==> config.mk <==
export PLATFORM = sky130hd
export DESIGN_NAME = word_narrow
export DESIGN_NICKNAME = d
export VERILOG_FILES = /design/src/rtl/word_narrow_pkg.sv /design/src/rtl/word_narrow.sv
export SDC_FILE = /design/constraint.sdc
export NUM_CORES = 1
export LEC_CHECK = 0
export BUFFER_PORTS_ARGS = -buffer_cell sky130_fd_sc_hd__buf_2
export CAP_MARGIN = 20
export CORE_UTILIZATION = 45
export DETAILED_ROUTE_END_ITERATION = 10
export GPL_ROUTABILITY_DRIVEN = 0
export PLACE_DENSITY_LB_ADDON = 0.15
export SYNTH_ARGS = -nofsm -noshare
export SYNTH_HDL_FRONTEND = slang
export SYNTH_SLANG_ARGS = --single-unit
==> constraint.sdc <==
create_clock -name clk -period 1.2 [get_ports clk]
set_input_delay 0 -clock clk [delete_from_list [all_inputs] [get_ports clk]]
set_output_delay 0 -clock clk [all_outputs]
set_load 0.02 [all_outputs]
==> src/rtl/word_narrow_pkg.sv <==
// Shared types and default widths for the word narrower.
package word_narrow_pkg;

    typedef enum logic {
        IDLE = 1'b0,
        SEND = 1'b1
    } state_t;

    localparam int WN_DEF_N = 16;
    localparam int WN_DEF_M = 32;

endpackage

==> src/rtl/word_narrow.sv <==
// Word narrower: takes an M-bit word and emits it least-significant beat first as M/N beats of N bits; WORD_NARROW_ZERO_SKIP_EN sends zero-extended words as a single beat.
// Latency: first beat valid one cycle after input acceptance; one beat per cycle sustained, back-to-back words with no bubble.
// Backpressure: out_ready low freezes the current beat; in_ready is high only when idle or while the final beat is leaving.
module word_narrow
    import word_narrow_pkg::*;
#(
    parameter int N = WN_DEF_N,
    parameter int M = WN_DEF_M
) (
    input  logic         clk,
    input  logic         rst_n,
    input  logic         in_valid,
    output logic         in_ready,
    input  logic [M-1:0] data_in,
    output logic         out_valid,
    input  logic         out_ready,
    output logic [N-1:0] data_out,
    output logic         out_last
);

    localparam int BEATS = M / N;
    localparam int CW    = (BEATS > 1) ? $clog2(BEATS) : 1;
    localparam logic [CW-1:0] LAST_CNT = CW'(BEATS - 1);

    if (((M % N) != 0) || (BEATS < 2)) begin : g_bad_cfg
        $error("word_narrow: M must be an integer multiple of N with M/N >= 2");
    end

    state_t        state_q, state_d;
    logic [M-1:0]  buf_q, buf_d;
    logic [CW-1:0] cnt_q, cnt_d;
    logic          last_q, last_d;

    logic in_xfer;
    logic beat_xfer;
    logic load_last;

`ifdef WORD_NARROW_ZERO_SKIP_EN
    // A word whose upper beats are all zero is a zero-extended narrow value.
    assign load_last = ~|data_in[M-1:N];
`else
    assign load_last = 1'b0;
`endif

    assign out_valid = (state_q == SEND);
    assign out_last  = last_q;
    assign beat_xfer = out_valid && out_ready;
    assign in_ready  = (state_q == IDLE) || (beat_xfer && last_q);
    assign in_xfer   = in_valid && in_ready;
    assign data_out  = out_valid ? buf_q[int'(cnt_q) * N +: N] : '0;

    always_comb begin
        state_d = state_q;
        buf_d   = buf_q;
        cnt_d   = cnt_q;
        last_d  = last_q;
        // in_xfer can only fire when idle or on the final beat, so loading wins.
        if (in_xfer) begin
            state_d = SEND;
            buf_d   = data_in;
            cnt_d   = '0;
            last_d  = load_last;
        end else if (beat_xfer) begin
            if (last_q) begin
                state_d = IDLE;
                cnt_d   = '0;
                last_d  = 1'b0;
            end else begin
                cnt_d  = cnt_q + 1'b1;
                last_d = (cnt_d == LAST_CNT);
            end
        end
    end

    always_ff @(posedge clk) begin
        if (!rst_n) begin
            state_q <= IDLE;
            buf_q   <= '0;
            cnt_q   <= '0;
            last_q  <= 1'b0;
        end else begin
            state_q <= state_d;
            buf_q   <= buf_d;
            cnt_q   <= cnt_d;
            last_q  <= last_d;
        end
    end

endmodule

; After elaboration in Yosys (flattened, before gate mapping)
; Index checks and enable logic that the tools add are counted.
[op_classes]
addsub = 1
shifts = 1
muxes = 5
bitwise_logic = 2
n_reduce_logical = 8
[op_table]
columns = cell, n
row1 = $shiftx 32x6->16, 1
row2 = $mux 16, 1
row3 = $mux 1, 4
row4 = $reduce_bool 2->1, 2
row5 = $logic_and 1x1->1, 3
row6 = $not 1->1, 2
row7 = $reduce_and 2->1, 1
row8 = $reduce_or 2->1, 1
row9 = $add 1x1->1 const B, 1
row10 = $logic_or 1x1->1, 1
[totals]
regBits = 34
word_cells = 20

; Depth between registers and ports, before layout
[logic_depth]
word_depth = 6
ltp_mapped = 6
ltp_nobuf = 3

; Worst setup path after synthesis
; OpenSTA, ideal clock, no wires.
[synth_path]
path_kind = register to register
start = register state_q (netlist: out_valid)
end = register buf_q[0]
arrival_ns = 1.196
required_time_ns = 1.082
path_slack_ns = -0.114
path_stages_with_launch = 7
n_path_buf = 3
path_cell_list = dfxtp_1 buf_6 a21boi_4 nor2b_2 buf_6 buf_12 mux2i_1
[synth_via]
elab_chain_cells = 4
elab_cells_between_ends = 5
classes_between = bitwise (1) / reduce/logical (4)
[synth_rtl]
columns = item, line
row1 = "start, declared", word_narrow.sv:29  ; state_t state_q, state_d;
row2 = "start signal, assigned", word_narrow.sv:82  ; state_q <= state_d;
row3 = $logic_and 1x1->1, word_narrow.sv:47  ; assign beat_xfer = out_valid && out_ready;
row4 = $logic_and 1x1->1, word_narrow.sv:48  ; assign in_ready = (state_q == IDLE) || (beat_xfer && last_q);
row5 = $logic_or 1x1->1 (*), word_narrow.sv:48
row6 = $logic_and 1x1->1 (*), word_narrow.sv:49  ; assign in_xfer = in_valid && in_ready;
row7 = "end signal, assigned", word_narrow.sv:83  ; buf_q <= buf_d;
row8 = "end, declared", word_narrow.sv:30  ; logic [M-1:0] buf_q, buf_d;
; Mark *: on every way between the ends. The rest lies on a longest branch, timed or not.
; A chain may end at the register's enable or synchronous reset.

==> impl_metrics.ini <==
[outcome]
outcome = complete, but fails checks
violations = negative setup slack

[worst_setup_path]
critPathRequiredTime_ps = 1200
r2r_end = buf_q[17]$_SDFFE_PN0P_
worstSetupPathType = reg -> out
cp_slowest_cell = dfxtp_4
cp_slowest_stage_delay_ps = 360
cp_num_buf_inv = 2
crit_path_start = out_last$_SDFFE_PP0P_
crit_family = flip-flops
r2r_start = out_last$_SDFFE_PP0P_
cp-end-kind = output port
reg2regPathDepth = 5
arrival_ps = 1230
reg2reg_slack_ps = 10
startpoint_type = register
cp_cell_sequence = buf_12, mux2i_1, nor2b_1, buf_2
critPathMaxFanout = 10

[global_route]
antenna_found_initial = 0
track_usage_pct = 18.77
grt_max_degree = 67
grt_pass1_vias = 1422
grt-ovfl-total = 0
grt_first_pass_wirelength_um = 6023

[synth]
synth_top_family_by_area = multiplexers
synth-compound-area-share_pct = 1.990
synth_mux_area_share_pct = 28.30
synthSimpleGateAreaFrac_pct = 21.74
syn_nets = 222
syn_area_um2 = 1698
synth.distinct_cells = 15
yosysSeqAreaShare_pct = 40.09
synth-seq-cells = 34
synth_area_leaders = dfxtp_1, mux2i_1, nand2_1
synth-xor-area-share_pct = 0
synth_top_area_share_pct = 40.09
synth_cells = 186
yosys.area.top_type = dfxtp_1
synthAdderAreaFrac_pct = 0
ys_warn_count = 0
syn_avg_cell_area_um2 = 9.128

[sta]
report.final.slew_viol_count = 0
timing.hold.ws_ps = 125.8
worst_slack_ps = -26.59
final.setup.tns_ps = -38.47
skew_ps = 4.764
max_freq_ghz = 0.8153
hold_viol = 0
finalSetupViolCount = 3
tightestPinTransition_ps = 260.4
period_share_pct = 102.2
fin_crit_ps = 1227
rsz0062_at_grt = true
maxSlewHeadroom_pct = 82.64

[clock_network]
path_clk_slew_ps = 60
cts_buffer_depth = 2
clockRootBuffer = clkbuf_8
htreeDepth = 2
clk_latency_ps = 270
cts_made_buffers = 5
cts_tree = built
clkSinkCount = 34

[route]
antenna_left = 0
dr.pass1.iters = 4
dr_total_vias = 1456
avgRoutedWirePerCell_um = 10.95
routed_wirelength_um = 3515
drc = 0
drt_iter0_markers = 59
vias_per_cell = 4.536

[cells_and_area]
drive_gt1_share_pct = 27.64
area_delta_synth_final_pct = 45.98
fill_cells = 276
seq_area_um2 = 688.2
antenna-diode-count = 0
fin_nets = 310
fin_util_pct = 71.46
multi_input_area_um2 = 888.4
fin_area_um2 = 2479

[placement]
portBuffers = 54
postPlaceCellArea_um2 = 1993
place_ws_ps = 73.68
place_hpwl_um = 2109

[min_path]
hold_class = in -> reg
min_from = out_ready
hold_end = out_valid$_SDFFE_PN0P_
worst_hold_path.num_cells = 3

[floorplan]
start_util_pct = 48.95
rows = 21
coreArea_um2 = 3468
dieArea_um2 = 4023
ios = 55
dieHeight_um = 63.43
die_x_um = 63.43

[pwr]
ir_drop_v = 0.0007465
p_per_area_nw_per_um2 = 1100
leakagePower_nw = 1.114

[job]
drv_cap = 0
==> registers in the layout, summed over array words and instances, names as in the netlist <==
signal and cells:
out_last 1, out_valid 1, buf_q 32
==> cell families (layout without fill, tap and decap cells) <==
logic type      count (synthesis)  after routing
simple gates                   85             85
buf+inv                        16            105
mux                            48             48
flops                          34             34
compound gates                  3              3
==> stage by stage <==
stage	power (mW)	cells
floorplan	1.576	186
global placement	1.686	279
detailed placement	1.689	279
CTS	2.741	321
global route	2.862	321
finish	2.727	321
==> tightest hold or removal path: stages <==
cell and delay [ps]:
buf_2 120, a21boi_4 80, o21a_1 160
==> power by group <==
group          switching, mW  internal [mW]  total, mW  leakage, nW
Combinational          0.230          0.294      0.524        0.776
Sequential            0.0399           1.20       1.24        0.281
Clock                  0.381          0.579      0.960       0.0575
==> placed cells by master (no fill, tap or decap), types with 2 or more instances in the layout <==
master / netlist / routed
o21a_1: 2 / 2
dfxtp_4: 0 / 2
dlygate4sd3_1: 0 / 33
mux2i_1: 48 / 48
nand2_1: 65 / 65
buf_6: 3 / 2
dfxtp_1: 34 / 32
clkbuf_8: 0 / 8
buf_12: 3 / 3
nor2b_1: 16 / 16
buf_4: 0 / 7
buf_2: 2 / 50
==> synth_stat cells <==
master    count
nor2_1        1
buf_12        3
a21boi_4      1
buf_2         2
nor2b_1      16
nand2b_1      1
o21a_1        2
inv_1         1
and3_1        1
clkbuf_1      7
nand2_1      65
mux2i_1      48
nor2b_2       1
buf_6         3
dfxtp_1      34
==> timing repair <==
| action | in CTS | in global routing |
|---|---|---|
| gates resized for setup | 5 | 7 |
| endpoints found under the hold margin | 33 | 0 |
| setup endpoints to repair | 16 | 48 |
| setup buffers | 1 | 0 |
| hold buffers | 33 | 0 |
==> final cells by class <==
cell class / instances / area share (%)
inverter: 1 / 0.1514
multi-input combinational: 136 / 35.84
tap: 46 / 2.322
timing repair buffer: 96 / 29.48
sequential: 34 / 27.76
clock buffer: 8 / 4.442
==> worst max-delay path by stage <==
stage / slack [ps] / to / cells past startpoint
after floorplan: -30 / buf_q[0]$_SDFFE_PN0P_ / 6
after global placement: 110 / buf_q[10]$_SDFFE_PN0P_ / 4
after detailed placement: 70 / buf_q[18]$_SDFFE_PN0P_ / 4
after CTS: -40 / data_out[5] / 4
after global routing: -90 / data_out[1] / 4
final: -30 / data_out[14] / 4
==> layer usage <==
layer	vias up	track usage (%)	wire (um)
met1	641	23.50	1639
met3	4	3.804	123
li1	775	-	-
met5	-	0	0
met4	0	5.966	29
met2	36	31.91	1722
No activity file was read; power rests on OpenSTA's default activity.
